### src/rtl/gather_rt_pkg.sv
// Shared types and helpers for the gather route-table programming engine.
`ifndef CN
`define CN 4
`endif
`ifndef ROUTE_TABLE_DEPTH
`define ROUTE_TABLE_DEPTH 8
`endif

package gather_rt_pkg;

  localparam int RT_CN = `CN;
  localparam logic [9:0] RT_EMPTY_SID = 10'h3FF;

  typedef enum logic [1:0] {
    OP_NOP    = 2'd0,
    OP_WRITE  = 2'd1,
    OP_DELETE = 2'd2,
    OP_CLEAR  = 2'd3
  } rt_op_e;

  typedef enum logic [2:0] {
    ST_OK_NEW       = 3'd0,
    ST_OK_UPDATE    = 3'd1,
    ST_OK_DELETE    = 3'd2,
    ST_OK_CLEAR     = 3'd3,
    ST_OK_NOP       = 3'd4,
    ST_ERR_FULL     = 3'd5,
    ST_ERR_NOTFOUND = 3'd6,
    ST_ERR_BAD      = 3'd7
  } rt_status_e;

  typedef enum logic [2:0] {
    S_INIT  = 3'd0,
    S_IDLE  = 3'd1,
    S_SCAN  = 3'd2,
    S_WRITE = 3'd3,
    S_CLEAR = 3'd4,
    S_RESP  = 3'd5
  } rt_state_e;

  // True when exactly one bit of the VC mask is set.
  function automatic logic rt_is_onehot(input logic [RT_CN-1:0] v);
    return (v != '0) && ((v & (v - RT_CN'(1))) == '0);
  endfunction

endpackage

### src/rtl/gather_route_table_writer.sv
// Runtime programming engine for the gather route table: accepts
// insert/update/delete/clear commands, keeps a shadow of stream IDs and
// valid bits, and drives the single write port of the route-table memory.
module gather_route_table_writer
  import gather_rt_pkg::*;
#(
  parameter int DEPTH = `ROUTE_TABLE_DEPTH,
  parameter int AW    = $clog2(DEPTH)
) (
  input  logic                clk,
  input  logic                rst,
  input  logic                cfg_valid,
  output logic                cfg_ready,
  input  logic [1:0]          cfg_op,
  input  logic [9:0]          cfg_sid,
  input  logic [`CN-1:0]      cfg_vc,
  output logic                tab_we,
  output logic [AW-1:0]       tab_addr,
  output logic [10+`CN-1:0]   tab_wdata,
  output logic                rsp_valid,
  input  logic                rsp_ready,
  output logic [2:0]          rsp_status,
  output logic [AW-1:0]       rsp_idx,
  output logic                busy
);

  localparam logic [AW-1:0]     LAST  = AW'(DEPTH - 1);
  localparam logic [10+`CN-1:0] EMPTY = {{`CN{1'b0}}, RT_EMPTY_SID};

  rt_state_e          state_q, state_d;
  rt_op_e             op_q, op_d;
  logic [9:0]         sid_q, sid_d;
  logic [`CN-1:0]     vc_q, vc_d;
  logic [AW-1:0]      scan_q, scan_d;
  logic               free_vld_q, free_vld_d;
  logic [AW-1:0]      free_idx_q, free_idx_d;
  logic               hit_q, hit_d;
  logic [AW-1:0]      addr_q, addr_d;
  logic [10+`CN-1:0]  wdata_q, wdata_d;
  rt_status_e         status_q, status_d;
  logic [AW-1:0]      ridx_q, ridx_d;

  // Shadow of the table contents; INIT/CLEAR sweeps establish it, so no reset.
  logic [9:0]         tsid_q [DEPTH];
  logic [DEPTH-1:0]   val_q;

  logic               sh_we;
  logic [AW-1:0]      sh_idx;
  logic [9:0]         sh_sid;
  logic               sh_val;
  logic               bad_cmd;
  logic               hit_now;

  assign cfg_ready  = (state_q == S_IDLE);
  assign busy       = (state_q != S_IDLE);
  assign tab_we     = (state_q == S_INIT) || (state_q == S_WRITE) || (state_q == S_CLEAR);
  assign tab_addr   = addr_q;
  assign tab_wdata  = wdata_q;
  assign rsp_valid  = (state_q == S_RESP);
  assign rsp_status = status_q;
  assign rsp_idx    = ridx_q;

  assign bad_cmd = (cfg_sid == RT_EMPTY_SID) ||
                   ((rt_op_e'(cfg_op) == OP_WRITE) && !rt_is_onehot(cfg_vc));
  assign hit_now = val_q[scan_q] && (tsid_q[scan_q] == sid_q);

  // Next-state and datapath decisions for the command sequencer.
  always_comb begin
    state_d    = state_q;
    op_d       = op_q;
    sid_d      = sid_q;
    vc_d       = vc_q;
    scan_d     = scan_q;
    free_vld_d = free_vld_q;
    free_idx_d = free_idx_q;
    hit_d      = hit_q;
    addr_d     = addr_q;
    wdata_d    = wdata_q;
    status_d   = status_q;
    ridx_d     = ridx_q;
    sh_we      = 1'b0;
    sh_idx     = addr_q;
    sh_sid     = RT_EMPTY_SID;
    sh_val     = 1'b0;
    unique case (state_q)
      S_INIT, S_CLEAR: begin
        // Sweep: one empty-encoding write per cycle at addr_q.
        sh_we = 1'b1;
        if (addr_q == LAST) begin
          if (state_q == S_CLEAR) begin
            status_d = ST_OK_CLEAR;
            ridx_d   = '0;
            state_d  = S_RESP;
          end else begin
            state_d  = S_IDLE;
          end
        end else begin
          addr_d = addr_q + AW'(1);
        end
      end
      S_IDLE: begin
        if (cfg_valid) begin
          op_d   = rt_op_e'(cfg_op);
          sid_d  = cfg_sid;
          vc_d   = cfg_vc;
          ridx_d = '0;
          unique case (rt_op_e'(cfg_op))
            OP_NOP: begin
              status_d = ST_OK_NOP;
              state_d  = S_RESP;
            end
            OP_CLEAR: begin
              addr_d  = '0;
              wdata_d = EMPTY;
              state_d = S_CLEAR;
            end
            default: begin
              if (bad_cmd) begin
                status_d = ST_ERR_BAD;
                state_d  = S_RESP;
              end else begin
                scan_d     = '0;
                free_vld_d = 1'b0;
                hit_d      = 1'b0;
                state_d    = S_SCAN;
              end
            end
          endcase
        end
      end
      S_SCAN: begin
        if (!val_q[scan_q] && !free_vld_q) begin
          free_vld_d = 1'b1;
          free_idx_d = scan_q;
        end
        if (hit_now) begin
          hit_d   = 1'b1;
          addr_d  = scan_q;
          wdata_d = (op_q == OP_WRITE) ? {vc_q, sid_q} : EMPTY;
          state_d = S_WRITE;
        end else if (scan_q == LAST) begin
          // Free slot is the lowest empty index seen, including this one.
          if ((op_q == OP_WRITE) && (free_vld_q || !val_q[scan_q])) begin
            addr_d  = free_vld_q ? free_idx_q : scan_q;
            wdata_d = {vc_q, sid_q};
            state_d = S_WRITE;
          end else begin
            status_d = (op_q == OP_WRITE) ? ST_ERR_FULL : ST_ERR_NOTFOUND;
            state_d  = S_RESP;
          end
        end else begin
          scan_d = scan_q + AW'(1);
        end
      end
      S_WRITE: begin
        sh_we  = 1'b1;
        sh_sid = (op_q == OP_WRITE) ? sid_q : RT_EMPTY_SID;
        sh_val = (op_q == OP_WRITE);
        if (op_q == OP_WRITE) status_d = hit_q ? ST_OK_UPDATE : ST_OK_NEW;
        else                  status_d = ST_OK_DELETE;
        ridx_d  = addr_q;
        state_d = S_RESP;
      end
      S_RESP: begin
        if (rsp_ready) state_d = S_IDLE;
      end
      default: state_d = S_INIT;
    endcase
  end

  // Control and output registers; reset restarts the INIT sweep at index 0.
  always_ff @(posedge clk or posedge rst) begin
    if (rst) begin
      state_q    <= S_INIT;
      op_q       <= OP_NOP;
      sid_q      <= RT_EMPTY_SID;
      vc_q       <= '0;
      scan_q     <= '0;
      free_vld_q <= 1'b0;
      free_idx_q <= '0;
      hit_q      <= 1'b0;
      addr_q     <= '0;
      wdata_q    <= EMPTY;
      status_q   <= ST_OK_NEW;
      ridx_q     <= '0;
    end else begin
      state_q    <= state_d;
      op_q       <= op_d;
      sid_q      <= sid_d;
      vc_q       <= vc_d;
      scan_q     <= scan_d;
      free_vld_q <= free_vld_d;
      free_idx_q <= free_idx_d;
      hit_q      <= hit_d;
      addr_q     <= addr_d;
      wdata_q    <= wdata_d;
      status_q   <= status_d;
      ridx_q     <= ridx_d;
    end
  end

  // Shadow table update, mirroring every write issued on the table port.
  always_ff @(posedge clk) begin
    if (sh_we) begin
      tsid_q[sh_idx] <= sh_sid;
      val_q[sh_idx]  <= sh_val;
    end
  end

endmodule

### config.mk
export PLATFORM = sky130hd
export DESIGN_NAME = gather_route_table_writer
export DESIGN_NICKNAME = d
export VERILOG_FILES = /design/src/rtl/gather_rt_pkg.sv /design/src/rtl/gather_route_table_writer.sv
export SDC_FILE = /design/constraint.sdc
export NUM_CORES = 1
export LEC_CHECK = 0
export CORE_ASPECT_RATIO = 2
export CORE_MARGIN = 5
export CORE_UTILIZATION = 33
export DETAILED_ROUTE_END_ITERATION = 8
export DONT_BUFFER_PORTS = 1
export PLACE_DENSITY = 0.46
export SYNTH_ARGS = -nofsm -noshare
export SYNTH_HDL_FRONTEND = slang
export SYNTH_SLANG_ARGS = --single-unit
### constraint.sdc
create_clock -name clk -period 8.27 [get_ports clk]
set_input_delay 0.827 -clock clk [delete_from_list [all_inputs] [get_ports clk]]
set_output_delay 0.827 -clock clk [all_outputs]
set_load 0.005 [all_outputs]
==> results of run 1 <==
[through the flow]
stage | instance area [um2] | hold slack, ns | power (mW) | utilization [%] | std cells
2_1_floorplan | 6100 | 0.446 | 1.46 | - | 420
4_1_cts | 6960 | 0.478 | 2.46 | 38.2 | 660
3_3_place_gp | 6350 | 0.465 | 1.67 | 34.9 | 628
3_5_place_dp | 6350 | 0.476 | 1.67 | 34.9 | 628
5_1_grt | 6960 | 0.506 | 2.56 | 38.2 | 660
6_report | 6960 | 0.469 | 2.42 | 38.2 | 660
[registers in the layout, indices dropped and copies added (netlist names), 4 cells and up]
| signal | cells |
|---|---|
| tsid_q | 80 |
| sid_q | 10 |
| vc_q | 4 |
| val_q | 8 |
| tab_wdata | 14 |
[Yosys cell counts, drive strengths merged, types with 5 or more instances]
library cell / number / area (um2)
edfxtp: 88 / 2640
dfrtp: 30 / 751
mux2i: 27 / 270
nor2: 25 / 93.8
nand2: 23 / 86.3
dfstp: 20 / 526
mux2: 20 / 225
inv: 17 / 63.8
mux4: 16 / 368
o21ai: 15 / 86.3
o22a: 13 / 114
or3: 13 / 81.3
buf: 10 / 67.6
a21oi: 9 / 45.0
a22oi: 9 / 67.6
clkbuf: 9 / 33.8
xor2: 8 / 70.1
ha: 7 / 87.6
nand2b: 6 / 37.5
nor3: 5 / 25.0
o22ai: 5 / 31.3
[placed cells by master (no fill, tap or decap), types with 9 or more instances in the layout]
master | Yosys | final
mux2i_1 | 27 | 27
dfstp_2 | 20 | 20
inv_1 | 17 | 16
or3_1 | 13 | 13
dfrtp_1 | 30 | 30
o22a_1 | 13 | 13
edfxtp_1 | 88 | 88
clkbuf_16 | 0 | 17
mux4_2 | 14 | 14
nand2_1 | 23 | 23
a21oi_1 | 9 | 9
nor2_1 | 25 | 25
a22oi_1 | 9 | 9
o21ai_0 | 13 | 13
mux2_2 | 20 | 20
buf_4 | 2 | 11
[path summary, 6_finish.rpt]
| kind | start | to | slack [ns] |
|---|---|---|---|
| max | scan_q[0] | tab_addr[2] | 4.43 |
| min | rst | vc_q[1] | 0.47 |
| max reg2reg | scan_q[0] | tab_addr[2] | 4.43 |
| min reg2reg | free_idx_q[1] | free_idx_q[1] | 0.49 |
| max in group asynchronous | rst | free_idx_q[1] | 7.35 |
| min in group clk | free_idx_q[1] | free_idx_q[1] | 0.49 |
[kinds of logic (layout without fill, tap and decap cells)]
logic type	Yosys count	after routing	synth area share, %
compound gates	69	69	8.24
buf+inv	37	61	2.77
mux	63	63	14.1
xor+xnor	8	8	1.15
fa+ha+maj	7	7	1.43
simple gates	98	98	8.06
flops	138	138	64.2
[layout make-up]
cell class,count,share of cell area (%)
clock buffers,19,6.22
well taps,216,3.88
repair buffers,11,1.19
flip-flops and latches,138,56.3
multi-input cells,245,28.9
inverters,18,0.970
clock inverters,13,2.52
[power by group]
group	total [mW]	switching, mW	internal (mW)
logic	0.566	0.321	0.246
clock network	0.779	0.278	0.502
registers	1.08	0.165	0.913
[per-layer routing]
layer  part of all wire, %  up-vias  routed length, um
li1                      -     1620                  -
met1                    37     1806               5570
met2                    59       56               8930
met3                   2.7       13                408
met4                   1.6        0                246
met5                     0        -                  0
==> flow_metrics.tcl, run 1 <==
set metrics [dict create \
    status "completed" \
    use_met3_pct 3.68 \
    startpoint_type "flip-flop" \
    top_usage_layer "met2" \
    nFillCells 1716 \
    grt_overflow 0 \
    grtUsageTotal_pct 14.8 \
    worst_pin_slew_ns 0.865 \
    maxCapViolCount 0 \
    num_rows 70 \
    grt_pass1_wl_um 23300 \
    setup_viol 0 \
    via_per_inst 5.30 \
    critPathTopFamily "multiplexers" \
    tritoncts "built" \
    grt_antenna_before_repair 0 \
    avgSynthCellArea_um2 14.5 \
    finalSetupTns_ns 0 \
    fmax_ghz 0.261 \
    die-area_um2 21500 \
    cts.sink_count 138 \
    ctsHoldBuffers 0 \
    finalWorstSetupSlack_ns 4.43 \
    synth_ff_type "edfxtp_1" \
    place_congestion 0.736 \
    cts_root_buf "clkbuf_16" \
    timing.final.crit_share_pct 46.4 \
    slew_headroom_pct 42.3 \
    drt.antenna.violating_nets 0 \
    ys_ff_latch 138 \
    start_util_pct 33.5 \
    required_ns 8.56 \
    die_x_um 106 \
    p_leak_nw 2.23 \
    synth_edf_count 88 \
    diodes 0 \
    grt_pass1_vias 3722 \
    die_height_um 202 \
    power_density_nw_per_um2 348 \
    synth_cell_type_count 49 \
    globalRouteMet2Util_pct 28.3 \
    seq_area_um2 3920 \
    setup.worst_path.end_class "flip-flop" \
    htree_num_levels 4 \
    period_needed_ns 3.84 \
    post-dp-hpwl_um 10800 \
    cp_max_fo 12 \
    rsz0062_at_grt "false" \
    crit_buf_inv 1 \
    first_iter_violations 203 \
    worstSetupPathType "flip-flop to flip-flop" \
    post_drt_wl_per_cell_um 23.0 \
    syn_inst 420 \
    coreArea_um2 18200 \
    drv_slew 0 \
    nets 458 \
    multi_input_area_um2 2020 \
    first_pass_iters 4 \
    drt-total-wl_um 15200 \
    finalClockSkew_ns 0.00958 \
    ctsResizeCount 0 \
    path_clk_slew_ns 0.06 \
    critPathSlowestCell "o41ai_1" \
    yosysSeqAreaShare_pct 64.2 \
    path_depth 9 \
    drive_above_1_share_pct 22.1 \
    hold_viol_final 0 \
    port_buffers 0 \
    syn_nets 447 \
    vias 3495 \
    ys_warn_count 0 \
    area_growth_pct 14.1 \
    numCtsBuffers 17 \
    worstPathArrival_ns 4.12 \
    reg2regPathDepth 9 \
    max_stage_delay_ns 0.76 \
    clock_path_buffers 2 \
    clock_latency_ns 0.42 \
    crit_chain "buf_4 -> mux4_2 -> mux2i_1 -> xor2_1 -> nand4_1 -> o41ai_1 -> mux2_2 -> a221oi_1 -> a21oi_1" \
    use_met1_pct 15.2 \
    drc 0 \
    cts_setup_buffers 0 \
    grt_max_degree 51 \
    boundaryPins 47 \
    synth_area_um2 6100 \
    hold_path_class "input port to asynchronous set/reset pin" \
    async_reset_ff_share_pct 36.2 \
    ir_drop_mv 0.144 \
    dp_worst_setup_slack_ns 4.40 \
]
Power figures use the tool's default switching activity.
==> run 2, diff against run 1 <==
- clock period: 8.27 -> 3.7 ns (I/O delays scaled with it)
==> run 2 against run 1 <==
  * Routed wire length is 2.5% higher
  * Setup slack worse by 4.1 ns
  * Clock skew down 0.0028 ns
  * Sequential share of layout area is 0.27 points lower
  * Non-clock buffer count grew 12
  * Worst hold slack lost 0.44 ns
  * First-iteration DRC count rose by 0.49%
  * Critical path type unchanged
==> flow_metrics.tcl, run 2 (synthesized netlist as in run 1, its figures left out) <==
set metrics [dict create \
    rr_endpoint "tab_wdata[13]" \
    first_pass_iters 4 \
    worstPathArrival_ns 3.64 \
    grt_max_degree 41 \
    finalWorstSetupSlack_ns 0.341 \
    largest_register_ffs 80 \
    dp.cells 640 \
    p_int_mw 3.56 \
    drc 0 \
    first_iter_violations 204 \
    finalClockSkew_ns 0.00681 \
    p_sw_share_pct 33.2 \
    place_congestion 0.750 \
    tritoncts "built" \
    post-dp-hpwl_um 11100 \
    grt_antenna_before_repair 0 \
    area_growth_pct 14.6 \
    hold_viol_final 0 \
    grt_pass1_vias 3891 \
    vias 3542 \
    die-area_um2 21500 \
    numCtsBuffers 17 \
    critPathSlowestCell "or4_1" \
    ctsResizeCount 0 \
    period_needed_ns 3.36 \
    final_cell_mix "edfxtp_1, dfrtp_1, mux2i_1, nor2_1" \
    p_seq_share_pct 44.3 \
    maxCapViolCount 0 \
    num_rows 70 \
    multi_input_area_um2 2020 \
    timing.final.crit_share_pct 90.8 \
    place_area_um2 6440 \
    final_common_cell "edfxtp_1" \
    setup_viol 0 \
    fmax_ghz 0.298 \
    setup.worst_path.end_class "flip-flop" \
    grt_overflow 0 \
    grtUsageTotal_pct 15.2 \
    fin_cells 672 \
    die_x_um 106 \
    seq_area_um2 3920 \
    hold_ws_ns 0.0303 \
    r2r_slack_ns 0.34 \
    clock_latency_ns 0.42 \
    diodes 0 \
    nets 470 \
    power_mw 5.33 \
    required_ns 3.99 \
    worst_pin_slew_ns 0.907 \
    ir_drop_mv 0.282 \
    die_height_um 202 \
    cts.sink_count 138 \
    clock_power_share_pct 29.7 \
    crit_chain "buf_4 -> mux4_2 -> mux2i_1 -> xor2_1 -> nand3_1 -> or4_1 -> a31o_4 -> o21ai_4 -> o22ai_1" \
    via_per_inst 5.27 \
    combPwrFrac_pct 26.0 \
    post_drt_wl_per_cell_um 23.1 \
    start_util_pct 33.5 \
    hold_path_class "input port to asynchronous set/reset pin" \
    power_density_nw_per_um2 762 \
    registers.top_by_ff_count "tsid_q" \
    ctsHoldBuffers 0 \
    nFillCells 1738 \
    utilization_pct 38.4 \
    clock_path_buffers 2 \
    p_sw_mw 1.77 \
    drv_slew 0 \
    p_leak_nw 2.26 \
    drive_above_1_share_pct 24.8 \
    boundaryPins 47 \
    max_stage_delay_ns 0.57 \
    reg2reg_from "scan_q[0]" \
    port_buffers 0 \
    worstSetupPathType "flip-flop to flip-flop" \
    cts_setup_buffers 0 \
    cp_max_fo 14 \
    dp_worst_setup_slack_ns 0.289 \
    reg2regPathDepth 9 \
    path_clk_slew_ns 0.06 \
    grt_pass1_wl_um 23800 \
    htree_num_levels 4 \
    coreArea_um2 18200 \
    startpoint_type "flip-flop" \
    slew_headroom_pct 39.4 \
    finalSetupTns_ns 0 \
    rsz0062_at_grt "false" \
    drt.antenna.violating_nets 0 \
    cts_root_buf "clkbuf_16" \
    status "completed" \
    drt-total-wl_um 15500 \
    fin_area_um2 7000 \
]
[run 2: layout make-up]
type / instances / share of cell area, %
Clock buffer: 17 / 6.08
Clock inverter: 15 / 1.81
Inverter: 18 / 0.966
Multi-Input combinational cell: 245 / 28.8
Sequential cell: 138 / 56.0
Tap cell: 216 / 3.86
Timing Repair Buffer: 23 / 2.47
[run 2: critical path, delay by kind of cell, from the launching register on]
family	cells	cell delay, ns
AOI/OAI and AO/OA	3	0.84
buffers and inverters	1	0.22
xor gates and xnor gates	1	0.44
muxes	2	0.68
and+or+nand+nor	2	0.69
DFF	1	0.34
[run 2: worst max path at each step]
stage / from / end / depth (start not counted)
2_1_floorplan: scan_q[0] / tab_addr[1] / 9
3_3_place_gp: scan_q[0] / tab_wdata[10] / 9
3_5_place_dp: scan_q[0] / tab_wdata[13] / 9
4_1_cts: scan_q[0] / tab_wdata[13] / 9
5_1_grt: scan_q[0] / tab_wdata[6] / 9
6_report: scan_q[0] / tab_wdata[13] / 9
[run 2: layer usage]
metal | GRT usage (%) | vias up | routed length (um)
li1 | - | 1645 | -
met1 | 15.1 | 1818 | 5370
met2 | 29.8 | 62 | 9330
met3 | 2.78 | 17 | 433
met4 | 6.90 | 0 | 402
met5 | 0 | - | 0
[run 2: power by group through the flow]
stage | combinational (mW) | clock (mW) | sequential (mW)
3_3_place_gp | 1.39 | 0 | 2.40
2_1_floorplan | 1.03 | 0 | 2.24
3_5_place_dp | 1.41 | 0 | 2.40
4_1_cts | 1.41 | 1.62 | 2.37
5_1_grt | 1.53 | 1.69 | 2.40
6_report | 1.39 | 1.58 | 2.36
==> run 3, diff against run 2 <==
- PLACE_DENSITY: 0.46 -> 0.49
==> run 3 against run 2 <==
  * Setup slack lost 0.078 ns
  * Via count is 0.59% higher
  * Global-route usage decreased by 0.66 points
  * Core utilization is 0.24 points higher
  * Cell count down 0.15%
  * Maximum frequency is 2.3% lower
  * First-iteration DRC count fell by 11%
  * Sequential share of layout area shrank 0.35 points
  * Flip-flop and latch count did not move
  * Largest power group unchanged
==> flow_metrics.tcl, run 3 (synthesized netlist as in run 1, its figures left out) <==
set metrics [dict create \
    path_clk_slew_ns 0.06 \
    finalWorstSetupSlack_ns 0.264 \
    area_growth_pct 15.4 \
    drive_above_1_share_pct 24.4 \
    boundaryPins 47 \
    finalClockSkew_ns 0.00643 \
    nFillCells 1728 \
    start_util_pct 33.5 \
    clock_power_share_pct 30.6 \
    die_height_um 202 \
    place_congestion 0.804 \
    final_common_cell "edfxtp_1" \
    clock_latency_ns 0.42 \
    hold_path_class "input port to asynchronous set/reset pin" \
    worstSetupPathType "flip-flop to flip-flop" \
    tritoncts "built" \
    drv_slew 0 \
    cts_root_buf "clkbuf_16" \
    power_density_nw_per_um2 765 \
    coreArea_um2 18200 \
    p_int_mw 3.65 \
    max_stage_delay_ns 0.66 \
    die_x_um 106 \
    largest_register_ffs 80 \
    numCtsBuffers 17 \
    via_per_inst 5.31 \
    crit_chain "buf_12 -> mux4_2 -> mux2i_1 -> xor2_1 -> nand3_1 -> or4_1 -> a21oi_1 -> nor2_1 -> o22a_1" \
    hold_viol_final 0 \
    grt_max_degree 51 \
    combPwrFrac_pct 25.2 \
    worstPathArrival_ns 3.74 \
    grt_pass1_wl_um 23300 \
    htree_num_levels 4 \
    drt.antenna.violating_nets 0 \
    first_iter_violations 181 \
    post-dp-hpwl_um 10900 \
    post_drt_wl_per_cell_um 22.2 \
    p_seq_share_pct 44.2 \
    registers.top_by_ff_count "tsid_q" \
    diodes 0 \
    ctsHoldBuffers 0 \
    first_pass_iters 4 \
    maxCapViolCount 0 \
    rsz0062_at_grt "false" \
    num_rows 70 \
    port_buffers 0 \
    required_ns 4.01 \
    ctsResizeCount 0 \
    grt_overflow 0 \
    drc 0 \
    grtUsageTotal_pct 14.6 \
    dp_worst_setup_slack_ns 0.235 \
    critPathSlowestCell "dfrtp_1" \
    p_leak_nw 2.26 \
    nets 469 \
    cp_max_fo 18 \
    setup.worst_path.end_class "flip-flop" \
    slew_headroom_pct 30.1 \
    timing.final.crit_share_pct 92.9 \
    p_sw_mw 1.74 \
    final_cell_mix "edfxtp_1, dfrtp_1, mux2i_1, nor2_1, nand2_1" \
    period_needed_ns 3.44 \
    die-area_um2 21500 \
    finalSetupTns_ns 0 \
    drt-total-wl_um 14900 \
    startpoint_type "flip-flop" \
    vias 3563 \
    clock_path_buffers 2 \
    fmax_ghz 0.291 \
    cts_setup_buffers 0 \
    grt_pass1_vias 3853 \
    cts.sink_count 138 \
    setup_viol 0 \
    p_sw_share_pct 32.2 \
    grt_antenna_before_repair 0 \
    worst_pin_slew_ns 1.05 \
    status "completed" \
    ir_drop_mv 0.308 \
]
[run 3: path summary, 6_finish.rpt]
check	start	to	slack (ns)	cells after the start
setup reg to reg	scan_q[1]	rsp_status[1]	0.26	9
min in group clk	cfg_vc[3]	vc_q[3]	0.08	2
setup / recovery	scan_q[1]	rsp_status[1]	0.26	9
hold reg to reg	free_idx_q[1]	free_idx_q[1]	0.49	2
hold / removal	rst	tab_wdata[13]	0.08	1
max in group asynchronous	rst	tab_addr[2]	2.95	1
[run 3: cell type report]
class | count | area (um2) | share of cell area (%)
clock inverters | 13 | 145 | 2.06
well taps | 216 | 270 | 3.84
inverters | 18 | 67.6 | 0.960
flip-flops and latches | 138 | 3920 | 55.7
multi-input cells | 245 | 2020 | 28.6
repair buffers | 22 | 190 | 2.70
clock buffers | 19 | 433 | 6.15
[run 3: worst max-delay path: cells and delay by family, from the launching register on]
kind / cells / cell delay, ns
XOR/XNOR: 1 / 0.25
flip-flops: 1 / 0.66
multiplexers: 2 / 0.72
AND/OR/NAND/NOR: 3 / 0.80
AO/OA/AOI/OAI: 2 / 0.64
buffers and inverters: 1 / 0.25
[run 3: stage by stage]
step	hold WS (ns)	total power [mW]	cells	util (%)	area, um2
3_3_place_gp	0.466	3.78	639	35.5	6460
2_1_floorplan	0.446	3.26	420	-	6100
3_5_place_dp	0.488	3.80	639	35.5	6460
5_1_grt	0.0628	5.68	671	38.6	7040
4_1_cts	0.0555	5.47	671	38.6	7040
6_report	0.0754	5.38	671	38.6	7040
[run 3: metal layers]
metal	global-route usage (%)	vias to the layer above	part of all wire, %
met5	0	-	0
met4	6.35	0	2.6
met3	2.49	20	2.8
met2	29.0	66	60
met1	14.1	1837	35
li1	-	1640	-
[run 3: power groups by stage]
stage	registers (mW)	logic, mW	clock network (mW)
floorplan	2.24	1.03	0
global placement	2.42	1.36	0
detailed placement	2.42	1.38	0
CTS	2.39	1.39	1.69
global route	2.43	1.49	1.76
finish	2.38	1.36	1.65
